**config.mk**
```make
export PLATFORM = sky130hd
export DESIGN_NAME = uart_frame_tx
export DESIGN_NICKNAME = d
export VERILOG_FILES = /design/src/rtl/uart_pkg.sv /design/src/rtl/sync_fifo.sv /design/src/rtl/uart_frame_tx.sv
export SDC_FILE = /design/constraint.sdc
export NUM_CORES = 1
export LEC_CHECK = 0
export ABC_AREA = 1
export CAP_MARGIN = 20
export CELL_PAD_IN_SITES_DETAIL_PLACEMENT = 1
export CELL_PAD_IN_SITES_GLOBAL_PLACEMENT = 2
export CORE_MARGIN = 2
export CORE_UTILIZATION = 39
export CTS_BUF_LIST = sky130_fd_sc_hd__clkbuf_16
export DETAILED_ROUTE_END_ITERATION = 10
export PLACE_DENSITY_LB_ADDON = 0.1
export SYNTH_ARGS = -nofsm -noshare
export SYNTH_HDL_FRONTEND = slang
export SYNTH_HIERARCHICAL = 1
export SYNTH_SLANG_ARGS = --single-unit
```
**constraint.sdc**
```tcl
create_clock -name UART_TX_clck -period 4.38 [get_ports UART_TX_clck]
set_input_delay 1.095 -clock UART_TX_clck [delete_from_list [all_inputs] [get_ports UART_TX_clck]]
set_output_delay 1.095 -clock UART_TX_clck [all_outputs]
set_load 0.03 [all_outputs]
```
**src/rtl/uart_pkg.sv**
```systemverilog
// Shared definitions for the UART transmit path.
//   tx_state_e  : frame FSM state encoding (3-bit enum)
//   PAR_EVEN/ODD: parity-type encodings as seen on the PAR_TYP input
//   calc_parity : parity bit for a data word of up to MAX_WD bits
package uart_pkg;

  // Widest payload supported.
  localparam int MAX_WD = 9;

  typedef enum logic [2:0] {
    ST_IDLE   = 3'd0,
    ST_START  = 3'd1,
    ST_DATA   = 3'd2,
    ST_PARITY = 3'd3,
    ST_STOP1  = 3'd4,
    ST_STOP2  = 3'd5
  } tx_state_e;

  localparam logic PAR_EVEN = 1'b0;
  localparam logic PAR_ODD  = 1'b1;

  // Narrower words are zero-extended by the caller. Zero bits do not
  // change the XOR, so one function serves every legal width.
  function automatic logic calc_parity(input logic [MAX_WD-1:0] data,
                                       input logic              par_typ);
    return (par_typ == PAR_ODD) ? ~(^data) : (^data);
  endfunction

endpackage

```
**src/rtl/sync_fifo.sv**
```systemverilog
// Synchronous FIFO with first-word fall-through. rdata always shows the
// head entry, so a consumer can pop and use the word on the same edge.
// Ports:
//   clk    in   clock
//   rst    in   synchronous active-low reset (flushes the FIFO)
//   push   in   write wdata; ignored while full, even if popping
//   wdata  in   WIDTH-bit write data
//   pop    in   remove head entry; ignored while empty
//   rdata  out  head entry (valid when !empty)
//   full   out  DEPTH entries stored
//   empty  out  no entries stored
module sync_fifo #(
  parameter int WIDTH = 8,
  parameter int DEPTH = 4
) (
  input  logic             clk,
  input  logic             rst,
  input  logic             push,
  input  logic [WIDTH-1:0] wdata,
  input  logic             pop,
  output logic [WIDTH-1:0] rdata,
  output logic             full,
  output logic             empty
);

  localparam int PTR_W = $clog2(DEPTH);
  localparam int CNT_W = PTR_W + 1;

  logic [WIDTH-1:0] mem [DEPTH];
  logic [PTR_W-1:0] wr_ptr;
  logic [PTR_W-1:0] rd_ptr;
  logic [CNT_W-1:0] count;
  logic             do_push;
  logic             do_pop;

  // Full is judged before any same-edge pop, so a push against a full
  // FIFO is always dropped.
  assign do_push = push && !full;
  assign do_pop  = pop && !empty;

  assign full  = (count == CNT_W'(DEPTH));
  assign empty = (count == '0);
  assign rdata = mem[rd_ptr];

  // Pointers wrap naturally because DEPTH is a power of two.
  always_ff @(posedge clk) begin
    if (!rst) begin
      wr_ptr <= '0;
      rd_ptr <= '0;
      count  <= '0;
    end else begin
      if (do_push) wr_ptr <= wr_ptr + PTR_W'(1);
      if (do_pop)  rd_ptr <= rd_ptr + PTR_W'(1);
      case ({do_push, do_pop})
        2'b10:   count <= count + CNT_W'(1);
        2'b01:   count <= count - CNT_W'(1);
        default: count <= count;
      endcase
    end
  end

  // Storage needs no reset; the pointers define which entries are live.
  always_ff @(posedge clk) begin
    if (rst && do_push) mem[wr_ptr] <= wdata;
  end

endmodule

```
**src/rtl/uart_frame_tx.sv**
```systemverilog
// UART transmitter with an input FIFO and per-frame configuration.
// Frame: start (0), DATA_WD bits LSB first, optional parity, 1 or 2 stops.
// Ports:
//   UART_TX_clck in   bit clock, one UART bit per cycle
//   rst          in   synchronous active-low reset; aborts frame, flushes FIFO
//   P_DATA       in   payload word pushed into the FIFO
//   DATA_VALID   in   push request (accepted when READY)
//   PAR_EN       in   parity bit present       (latched when a word is popped)
//   PAR_TYP      in   0 = even, 1 = odd parity (latched when a word is popped)
//   STOP2        in   two stop bits            (latched when a word is popped)
//   READY        out  FIFO not full
//   TX_OUT       out  serial line, idles high (registered)
//   BUSY         out  frame in progress (registered)
//   FRAME_DONE   out  high during the final stop-bit cycle (registered)
module uart_frame_tx
  import uart_pkg::*;
#(
  parameter int DATA_WD    = 8,
  parameter int FIFO_DEPTH = 4
) (
  input  logic               UART_TX_clck,
  input  logic               rst,
  input  logic [DATA_WD-1:0] P_DATA,
  input  logic               DATA_VALID,
  input  logic               PAR_EN,
  input  logic               PAR_TYP,
  input  logic               STOP2,
  output logic               READY,
  output logic               TX_OUT,
  output logic               BUSY,
  output logic               FRAME_DONE
);

  localparam int                 CNT_W    = $clog2(DATA_WD);
  localparam logic [CNT_W-1:0]   LAST_BIT = CNT_W'(DATA_WD - 1);

  tx_state_e          state;
  tx_state_e          next_state;
  logic [DATA_WD-1:0] shift_reg;
  logic [DATA_WD-1:0] shift_next;
  logic [CNT_W-1:0]   bit_cnt;
  logic               cfg_par_en;
  logic               cfg_stop2;
  logic               par_bit;
  logic               fifo_full;
  logic               fifo_empty;
  logic [DATA_WD-1:0] fifo_rdata;
  logic               frame_end;
  logic               load;
  logic               tx_d;
  logic               busy_d;
  logic               done_d;

  sync_fifo #(
    .WIDTH (DATA_WD),
    .DEPTH (FIFO_DEPTH)
  ) u_fifo (
    .clk   (UART_TX_clck),
    .rst   (rst),
    .push  (DATA_VALID),
    .wdata (P_DATA),
    .pop   (load),
    .rdata (fifo_rdata),
    .full  (fifo_full),
    .empty (fifo_empty)
  );

  assign READY = !fifo_full;

  // The last stop-bit cycle doubles as the idle check, which is what lets
  // the next start bit follow with no gap.
  assign frame_end = ((state == ST_STOP1) && !cfg_stop2) || (state == ST_STOP2);
  assign load      = ((state == ST_IDLE) || frame_end) && !fifo_empty;

  // State register, datapath registers and output flops. The outputs are
  // loaded from values decoded for the next state so that they come
  // straight from flops.
  always_ff @(posedge UART_TX_clck) begin
    if (!rst) begin
      state      <= ST_IDLE;
      shift_reg  <= '0;
      bit_cnt    <= '0;
      cfg_par_en <= 1'b0;
      cfg_stop2  <= 1'b0;
      par_bit    <= 1'b0;
      TX_OUT     <= 1'b1;
      BUSY       <= 1'b0;
      FRAME_DONE <= 1'b0;
    end else begin
      state      <= next_state;
      shift_reg  <= shift_next;
      TX_OUT     <= tx_d;
      BUSY       <= busy_d;
      FRAME_DONE <= done_d;
      if (load) begin
        bit_cnt    <= '0;
        cfg_par_en <= PAR_EN;
        cfg_stop2  <= STOP2;
        par_bit    <= calc_parity(MAX_WD'(fifo_rdata), PAR_TYP);
      end else if (state == ST_DATA) begin
        bit_cnt <= bit_cnt + CNT_W'(1);
      end
    end
  end

  // Next-state logic. The shift register shifts while in DATA so that
  // bit 0 always holds the bit for the upcoming data cycle.
  always_comb begin
    next_state = state;
    case (state)
      ST_IDLE:   if (!fifo_empty) next_state = ST_START;
      ST_START:  next_state = ST_DATA;
      ST_DATA:   if (bit_cnt == LAST_BIT)
                   next_state = cfg_par_en ? ST_PARITY : ST_STOP1;
      ST_PARITY: next_state = ST_STOP1;
      ST_STOP1:  if (cfg_stop2)        next_state = ST_STOP2;
                 else if (fifo_empty)  next_state = ST_IDLE;
                 else                  next_state = ST_START;
      ST_STOP2:  next_state = fifo_empty ? ST_IDLE : ST_START;
      default:   next_state = ST_IDLE;
    endcase

    shift_next = shift_reg;
    if (load)                   shift_next = fifo_rdata;
    else if (state == ST_DATA)  shift_next = shift_reg >> 1;
  end

  // Output decode for the state being entered. next_state never enters a
  // parity or stop state on a load edge, so the latched config is the one
  // belonging to that frame.
  always_comb begin
    tx_d   = 1'b1;
    busy_d = (next_state != ST_IDLE);
    done_d = 1'b0;
    case (next_state)
      ST_START:  tx_d = 1'b0;
      ST_DATA:   tx_d = shift_next[0];
      ST_PARITY: tx_d = par_bit;
      ST_STOP1:  done_d = !cfg_stop2;
      ST_STOP2:  done_d = 1'b1;
      default:   tx_d = 1'b1;
    endcase
  end

endmodule
```
==> results of run 1 <==
-- through the flow --
stage | hold slack (ps) | util | std cells
global route | 491 | 0.467 | 437
global placement | 452 | 0.426 | 421
finish | 459 | 0.467 | 437
CTS | 463 | 0.467 | 437
detailed placement | 453 | 0.426 | 421
floorplan | 433 | - | 311
-- cells in the final DEF, fill, tap and decap left out --
cell,instances
inv_2,4
buf_4,1
xor2_1,1
nand3_1,16
a21oi_2,4
nor2_2,3
o21ai_2,5
edfxtp_1,32
nand2_4,2
clkbuf_16,9
inv_4,1
a21oi_1,16
clkinv_4,1
nor2_4,2
clkdlybuf4s50_1,17
nor3_1,1
inv_8,1
dfxtp_1,29
inv_1,41
inv_6,4
clkinvlp_4,1
o211a_1,1
ha_1,7
nor2_1,34
o21ai_1,2
nand3b_1,1
o22ai_1,8
o21ai_0,23
nand2_1,63
nand2_2,5
or2_0,1
fa_1,1
nand4_1,1
-- routing by layer --
layer  global-route usage  vias to the layer above
li1                     -                     1065
met5                    0                        -
met3               0.0332                       10
met2                0.252                       24
met1                0.198                      963
met4               0.0733                        0
-- cells by family (layout without fill, tap and decap cells) --
group / Yosys count / after routing / synth area share
AOI/OAI and AO/OA: 59 / 59 / 0.122
xor gates and xnor gates: 1 / 1 / 0.00310
adders and majority gates: 8 / 8 / 0.0381
buffers and inverters: 53 / 80 / 0.0909
DFF: 61 / 61 / 0.546
and+or+nand+nor: 129 / 129 / 0.200
-- cell type report --
class,count,share of cell area
multi-input combinational,197,0.308
clock inverter,7,0.0188
timing repair buffer,18,0.0533
clock buffer,9,0.0676
tap,99,0.0372
inverter,46,0.0526
sequential,61,0.463
-- critical path: stages, from the launching register on --
cell	delay, ps
dfxtp_1	400
nor2_4	70
nand2_4	80
inv_2	50
inv_1	50
clkdlybuf4s50_1	650
-- synth_stat cells, drive strengths merged, types with 7 or more instances --
library cell   n  area, µm²
o21ai         30        169
ha             7       87.6
nand3         16       80.1
a21oi         20        115
nor2          39        169
o22ai          8       50.1
inv           46        175
edfxtp        32        961
dfxtp         29        581
buf            7       81.3
nand2         70        290
-- how the worst max path moves through the flow --
stage	startpoint	to	cells past startpoint
finish	u_fifo/count[1]	READY	5
global route	u_fifo/count[1]	READY	5
CTS	u_fifo/count[1]	READY	5
detailed placement	DATA_VALID	u_fifo/count[2]	13
global placement	rst	u_fifo/mem[3][2]	4
floorplan	DATA_VALID	u_fifo/count[2]	12
-- power groups by stage --
| stage | combinational [mW] | clock (mW) | sequential, mW |
|---|---|---|---|
| 2_1_floorplan | 0.711 | 0 | 0.785 |
| 3_3_place_gp | 0.811 | 0 | 0.795 |
| 3_5_place_dp | 0.830 | 0 | 0.797 |
| 4_1_cts | 0.834 | 0.697 | 0.786 |
| 5_1_grt | 0.947 | 0.720 | 0.798 |
| 6_report | 0.810 | 0.674 | 0.784 |
==> run_results.csv, run 1 <==
group,metric,value,unit
outcome,status,"completed",
worst_setup_path,regToRegSetupSlack,1960,ps
die,start_util,0.396,
die,die_y,89.1,µm
detailed_routing,drc,0,
placement,routabilityCongestion,0.749,
pwr,switching_share,0.395,
sta,rsz0062_at_grt,"false",
global_routing,overflow,0,
die,row_count,31,
detailed_routing,avgRoutedWirePerCell,12.8,µm
worst_hold_path,hp-class,"reg2reg",
synth,synth_ff_type,"edfxtp_1",
global_routing,grt_antenna_before_repair,0,
sta,maxSlewViolCount,0,
detailed_routing,wl_met1,2640,µm
cells_and_area,drive_gt1_frac,0.127,
cells_and_area,antenna_cells,0,
global_routing,grt_pass1_vias,1936,
worst_setup_path,crit_required,3280,ps
sta,hold_viol_final,0,
cells_and_area,fill_cells,855,
sta,tns,0,ps
sta,fmax,367,MHz
pwr,p_int,1.37,mW
clock_tree,cts_resized,0,
synth,ys_ff_latch,61,
die,ios,18,
pwr,p_leak,1.40,nW
worst_setup_path,r2r-end,"u_fifo/count[2]",
pwr,p_per_area,681,nW/µm²
cells_and_area,largest_reg_flops,32,
clock_tree,cts.sinks,61,
pwr,pwr-share-clk,0.297,
clock_tree,cts_tree,"yes",
sta,finClkSkew,5.60,ps
clock_tree,clk_latency,330,ps
global_routing,grt_use_total,0.155,
global_routing,grt_max_degree,22,
worst_setup_path,start_kind,"register",
cells_and_area,design_area,3330,µm²
pwr,peakVddDrop,0.000314,V
cells_and_area,syn_to_final_growth,18.0,%
clock_tree,post-cts-setup-buffers,0,
sta,setup_slack,1650,ps
detailed_routing,top_layer_used,"met4",
worst_hold_path,whs_endpoint,"FRAME_DONE",
die,fp.coreArea,7140,µm²
cells_and_area,multi_input_area,1020,µm²
clock_tree,cts-buffers-inserted,9,
detailed_routing,wl_met3,124,µm
clock_tree,h-tree-depth,3,
synth,synth.distinct_cells,29,
sta,worst_slew_pin_slew,680,ps
die,fp.dieArea,7930,µm²
cells_and_area,seq_area,1540,µm²
pwr,comb_power_share,0.357,
clock_tree,clk_pin_slew,60,ps
detailed_routing,viasPerCell,4.72,
pwr,finalPower,2.27,mW
worst_hold_path,holdPathStages,1,
synth,ys_seq_area_frac,0.546,
pwr,p_seq_frac,0.346,
worst_hold_path,holdCritStartpoint,"cfg_stop2",
worst_setup_path,cp_data_arrival_time,1630,ps
synth,synth-async-reset-ratio,0,
placement,hpwlAfterDp,4170,µm
worst_setup_path,ff2ff_path_depth,17,
placement,portBuffers,17,
synth,syn_avg_cell_area,9.08,µm²
worst_setup_path,cp_max_fo,5,
detailed_routing,via_count,2062,
synth,syn_inst,311,
clock_tree,hold_buffers,0,
worst_setup_path,crit_type,"reg2out",
detailed_routing,met2_length,2740,µm
placement,placed_area,3040,µm²
sta,maxSlewHeadroom,0.545,
synth,synth_warnings,6,
worst_setup_path,worstReg2RegStart,"u_fifo/count[1]",
detailed_routing,drt-pass1-iter-count,4,
synth,syn-num-nets,333,
sta,setup_viol,0,
worst_setup_path,cp-end-kind,"output pin",
pwr,p_switching,0.895,mW
global_routing,grt_pass1_wl,9170,µm
placement,place_ws,1510,ps
job,maxCapViolations,0,
die,fp.dieW,89.1,µm
detailed_routing,routed_wl,5600,µm
detailed_routing,dr.first_iter.drc_count,50,
sta,period_minus_slack,2730,ps
clock_tree,clock-root-buffer,"clkbuf_16",
cells_and_area,nets,355,
synth,netlist_area,2820,µm²
synth,synth_edf_count,32,
clock_tree,clockBufferDepth,2,
detailed_routing,ant_nets,0,
sta,fin_crit_sh,0.623,
Power figures use the tool's default switching activity.
==> run 2: changes to the inputs <==
--- a/config.mk
+++ b/config.mk
@@ -10,7 +10,7 @@
 export CELL_PAD_IN_SITES_DETAIL_PLACEMENT = 1
 export CELL_PAD_IN_SITES_GLOBAL_PLACEMENT = 2
 export CORE_MARGIN = 2
-export CORE_UTILIZATION = 39
+export CORE_UTILIZATION = 37
 export CTS_BUF_LIST = sky130_fd_sc_hd__clkbuf_16
 export DETAILED_ROUTE_END_ITERATION = 10
 export PLACE_DENSITY_LB_ADDON = 0.1
==> constraint.sdc (replaced) <==
create_clock -name UART_TX_clck -period 2.85 [get_ports UART_TX_clck]
set_input_delay 0.7125 -clock UART_TX_clck [delete_from_list [all_inputs] [get_ports UART_TX_clck]]
set_output_delay 0.7125 -clock UART_TX_clck [all_outputs]
set_load 0.03 [all_outputs]
==> run 2 against run 1 <==
Effect of this change: cell area increased by 3.2%; non-clock buffer count increased by 6; flip-flop and latch count unchanged.
==> run_results.csv, run 2 (synthesized netlist as in run 1, its figures left out) <==
group,metric,value,unit
die,fp.dieW,91.3,µm
placement,hpwlAfterDp,4230,µm
worst_setup_path,crit_required,3070,ps
placement,routabilityCongestion,0.730,
detailed_routing,avgRoutedWirePerCell,13.5,µm
global_routing,grt_pass1_wl,10200,µm
detailed_routing,viasPerCell,4.74,
sta,setup_slack,422,ps
die,fp.dieArea,8340,µm²
worst_setup_path,start_kind,"register",
worst_setup_path,slowest_stage,"fa_1",
detailed_routing,dr.first_iter.drc_count,41,
job,maxCapViolations,0,
global_routing,grt_max_degree,17,
worst_setup_path,crit_type,"reg2reg",
worst_setup_path,cp_max_fo,15,
global_routing,overflow,0,
worst_setup_path,cp-end-kind,"register",
clock_tree,clk_pin_slew,50,ps
die,fp.coreArea,7330,µm²
sta,fmax,412,MHz
sta,hold_viol_final,0,
pwr,p_per_area,1090,nW/µm²
clock_tree,cts_tree,"yes",
cells_and_area,nets,361,
cells_and_area,largest_reg_flops,32,
sta,period_minus_slack,2430,ps
clock_tree,clk_latency,320,ps
clock_tree,cts-buffers-inserted,9,
clock_tree,clockBufferDepth,2,
global_routing,grt_antenna_before_repair,0,
detailed_routing,via_count,2100,
die,start_util,0.385,
clock_tree,cts.sinks,61,
placement,portBuffers,17,
sta,tns,0,ps
die,row_count,31,
placement,place_ws,369,ps
worst_setup_path,path_cells,"inv_1 -> nand2_2 -> inv_1 -> inv_1 -> nand2_2 -> inv_4 -> nand2_2 -> inv_1 -> ha_1 -> inv_1 -> fa_1 -> inv_1 -> nand2_1 -> nand3_1 -> nand2_1 -> nand2_1 -> nor2_1",
cells_and_area,syn_to_final_growth,21.8,%
outcome,status,"completed",
clock_tree,hold_buffers,0,
detailed_routing,routed_wl,5970,µm
global_routing,grt_pass1_vias,2143,
die,ios,18,
sta,worst_slew_pin_slew,648,ps
pwr,peakVddDrop,0.000491,V
worst_setup_path,cpPeakStageDelay,390,ps
worst_setup_path,crit_buf_inv,7,
cells_and_area,drive_gt1_frac,0.142,
detailed_routing,drc,0,
global_routing,grt_use_total,0.159,
cells_and_area,antenna_cells,0,
sta,rsz0062_at_grt,"false",
cells_and_area,mostFrequentLayoutCells,"63 x nand2_1, 41 x inv_1, 34 x nor2_1, 32 x edfxtp_1, 29 x dfxtp_1",
worst_setup_path,regToRegSetupSlack,420,ps
detailed_routing,ant_nets,0,
sta,finClkSkew,5.30,ps
pwr,finalPower,3.74,mW
placement,dp.cells,427,
clock_tree,cts_resized,0,
cells_and_area,stdcell_count,443,
sta,setup_viol,0,
sta,maxSlewViolCount,0,
worst_setup_path,cp_data_arrival_time,2640,ps
pwr,p_leak,1.45,nW
clock_tree,clock-root-buffer,"clkbuf_16",
die,die_y,91.3,µm
cells_and_area,final_common_cell,"nand2_1",
worst_setup_path,cp_common_cell,"inv_1",
worst_setup_path,cp_top_family,"buffers and inverters",
sta,maxSlewHeadroom,0.567,
worst_hold_path,hp-class,"reg2reg",
clock_tree,post-cts-setup-buffers,0,
detailed_routing,drt-pass1-iter-count,4,
clock_tree,h-tree-depth,3,
sta,fin_crit_sh,0.852,
==> run 2: cell count changes in the layout (fill, tap and decap cells not counted), sizes merged <==
cell / previous run / this run
buf: 1 / 7
clkinv: 1 / 3
bufinv: 0 / 3
inv: 51 / 46
==> run 2: per-layer routing <==
| metal | GRT usage | routed length (µm) | vias to the layer above |
|---|---|---|---|
| li1 | - | - | 1075 |
| met5 | 0 | 0 | - |
| met4 | 0.0758 | 102 | 0 |
| met1 | 0.203 | 2880 | 1000 |
| met2 | 0.259 | 2870 | 17 |
| met3 | 0.0307 | 114 | 8 |
==> run 2: final timing paths <==
check                       start              end  depth (start not counted)
hold / removal          cfg_stop2       FRAME_DONE                          1
hold reg to reg         cfg_stop2       FRAME_DONE                          1
setup reg to reg  u_fifo/count[2]  u_fifo/count[2]                         17
setup / recovery  u_fifo/count[2]  u_fifo/count[2]                         17
==> run 2: cell type report <==
| class | instances | area [µm²] |
|---|---|---|
| fillers | 814 | 3890 |
| flip-flops and latches | 61 | 1540 |
| multi-input cells | 197 | 1020 |
| clock buffers | 9 | 225 |
| repair buffers | 24 | 223 |
| inverters | 46 | 175 |
| clock inverters | 7 | 124 |
| well taps | 99 | 124 |
==> run 2: power breakdown <==
part / leakage [nW] / total, mW / internal, mW / switching (mW)
clock network: 0.166 / 1.25 / 0.857 / 0.394
logic: 0.759 / 1.29 / 0.432 / 0.860
registers: 0.529 / 1.20 / 1.08 / 0.113
==> run 2: worst register-to-register path: stages (launching register included) <==
cell and delay (ps):
dfxtp_1 370, inv_1 100, nand2_2 110, inv_1 50, inv_1 90, nand2_2 190
inv_4 240, nand2_2 90, inv_1 90, ha_1 180, inv_1 70, fa_1 390
inv_1 70, nand2_1 50, nand3_1 90, nand2_1 60, nand2_1 70, nor2_1 40
==> run 2: per-stage QoR <==
step	hold slack (ps)	util	cell area, µm²
2_1_floorplan	433	-	2820
3_3_place_gp	452	0.421	3090
3_5_place_dp	469	0.421	3090
4_1_cts	477	0.469	3440
5_1_grt	492	0.469	3440
6_report	469	0.469	3440
==> run 3: changes to the inputs <==
--- a/config.mk
+++ b/config.mk
@@ -13,7 +13,7 @@
 export CORE_UTILIZATION = 37
 export CTS_BUF_LIST = sky130_fd_sc_hd__clkbuf_16
 export DETAILED_ROUTE_END_ITERATION = 10
-export PLACE_DENSITY_LB_ADDON = 0.1
+export PLACE_DENSITY = 0.83
 export SYNTH_ARGS = -nofsm -noshare
 export SYNTH_HDL_FRONTEND = slang
 export SYNTH_HIERARCHICAL = 1
==> run 3 against run 2 <==
Effect of this change: fmax up 3.3%; final cell count unchanged; global-route usage is 0.053 points higher; power down 3.9%; register-to-register slack better by 210 ps; worst hold slack got worse by 0.67 ps; worst setup slack improved by 78 ps; clock power decreased by 10%.
==> run_results.csv, run 3 (synthesized netlist as in run 1, its figures left out) <==
group,metric,value,unit
cells_and_area,stdcell_count,443,
die,die_y,91.3,µm
clock_tree,h-tree-depth,3,
placement,place_ws,365,ps
placement,dp.cells,427,
placement,routabilityCongestion,0.777,
detailed_routing,ant_nets,0,
die,ios,18,
sta,maxSlewViolCount,0,
pwr,p_leak,1.43,nW
clock_tree,cts_tree,"yes",
sta,setup_viol,0,
pwr,switching_share,0.384,
clock_tree,clockBufferDepth,2,
sta,fmax,426,MHz
global_routing,grt_use_total,0.160,
worst_setup_path,crit_required,2140,ps
detailed_routing,via_count,2092,
placement,portBuffers,17,
sta,tns,0,ps
pwr,pwr-share-clk,0.311,
cells_and_area,largest_reg_flops,32,
worst_setup_path,start_kind,"register",
clock_tree,clock-root-buffer,"clkbuf_16",
detailed_routing,wl_met1,2850,µm
pwr,p_per_area,1060,nW/µm²
clock_tree,cts.sinks,61,
detailed_routing,routed_wl,5900,µm
pwr,p_int,2.21,mW
detailed_routing,viasPerCell,4.72,
pwr,comb_power_share,0.354,
cells_and_area,syn_to_final_growth,20.3,%
pwr,p_seq_frac,0.335,
global_routing,grt_pass1_wl,10100,µm
die,fp.coreArea,7330,µm²
detailed_routing,dr.first_iter.drc_count,60,
detailed_routing,wl_met3,145,µm
die,row_count,31,
worst_setup_path,cpPeakStageDelay,660,ps
cells_and_area,final_common_cell,"nand2_1",
detailed_routing,top_layer_used,"met4",
cells_and_area,fill_cells,838,
sta,fin_crit_sh,0.825,
detailed_routing,met2_length,2750,µm
cells_and_area,antenna_cells,0,
sta,finClkSkew,2.95,ps
global_routing,grt_antenna_before_repair,0,
die,fp.dieArea,8340,µm²
clock_tree,hold_buffers,0,
global_routing,grt_pass1_vias,2199,
clock_tree,cts_resized,0,
cells_and_area,nets,361,
worst_setup_path,slowest_stage,"clkdlybuf4s50_1",
clock_tree,clk_pin_slew,60,ps
die,start_util,0.385,
global_routing,grt_max_degree,18,
detailed_routing,avgRoutedWirePerCell,13.3,µm
sta,maxSlewHeadroom,0.546,
worst_setup_path,crit_type,"reg2out",
pwr,finalPower,3.59,mW
pwr,p_switching,1.38,mW
sta,setup_slack,500,ps
clock_tree,cts-buffers-inserted,9,
cells_and_area,mostFrequentLayoutCells,"63 x nand2_1, 41 x inv_1, 34 x nor2_1, 32 x edfxtp_1, 29 x dfxtp_1",
detailed_routing,drc,0,
clock_tree,post-cts-setup-buffers,0,
sta,period_minus_slack,2350,ps
clock_tree,clk_latency,330,ps
global_routing,overflow,0,
worst_setup_path,cp-end-kind,"output pin",
die,fp.dieW,91.3,µm
sta,rsz0062_at_grt,"false",
worst_hold_path,hp-class,"reg2reg",
worst_setup_path,path_cells,"nor2_4 -> nand2_4 -> inv_2 -> inv_1 -> clkdlybuf4s50_1",
worst_setup_path,cp_data_arrival_time,1640,ps
pwr,peakVddDrop,0.000454,V
detailed_routing,drt-pass1-iter-count,4,
cells_and_area,drive_gt1_frac,0.142,
job,maxCapViolations,0,
outcome,status,"completed",
placement,hpwlAfterDp,4140,µm
sta,worst_slew_pin_slew,679,ps
sta,hold_viol_final,0,
sta,timing.hold.ws,468,ps
worst_setup_path,cp_max_fo,5,
## run 3: final cells by class
cell class	count	area [µm²]	share of cell area
multi-input cells	197	1020	0.302
clock buffers	9	225	0.0663
clock inverters	7	81.3	0.0240
well taps	99	124	0.0365
flip-flops and latches	61	1540	0.454
repair buffers	24	223	0.0656
inverters	46	175	0.0516
## run 3: worst paths after layout
kind | start | end | slack (ps) | depth (start not counted)
worst max register to register | u_fifo/count[2] | u_fifo/count[2] | 630 | 17
worst min-delay path | bit_cnt[1] | bit_cnt[1] | 470 | 2
worst max-delay path | u_fifo/count[1] | READY | 500 | 5
worst min register to register | bit_cnt[1] | bit_cnt[1] | 470 | 2
## run 3: through the flow
step / util / area (µm²)
after floorplan: - / 2820
after global placement: 0.421 / 3090
after detailed placement: 0.421 / 3090
after CTS: 0.463 / 3390
after global routing: 0.463 / 3390
final: 0.463 / 3390
## run 3: power by group through the flow
stage          logic, mW  registers (mW)  clock network, mW
3_5_place_dp        1.29            1.23                  0
6_report            1.27            1.21               1.12
5_1_grt             1.47            1.23               1.18
2_1_floorplan       1.09            1.21                  0
3_3_place_gp        1.26            1.22                  0
4_1_cts             1.30            1.21               1.15
## run 3: worst max-delay path: cells and delay by family (launching register included)
family | cells | cell delay, ps
buf+inv | 3 | 760
simple gates | 2 | 150
flops | 1 | 390
## run 3: per-layer routing
metal  GRT usage  vias to the layer above
met5           0                        -
met3      0.0423                       12
met1       0.195                      985
li1            -                     1076
met2       0.254                       19
met4      0.0909                        0
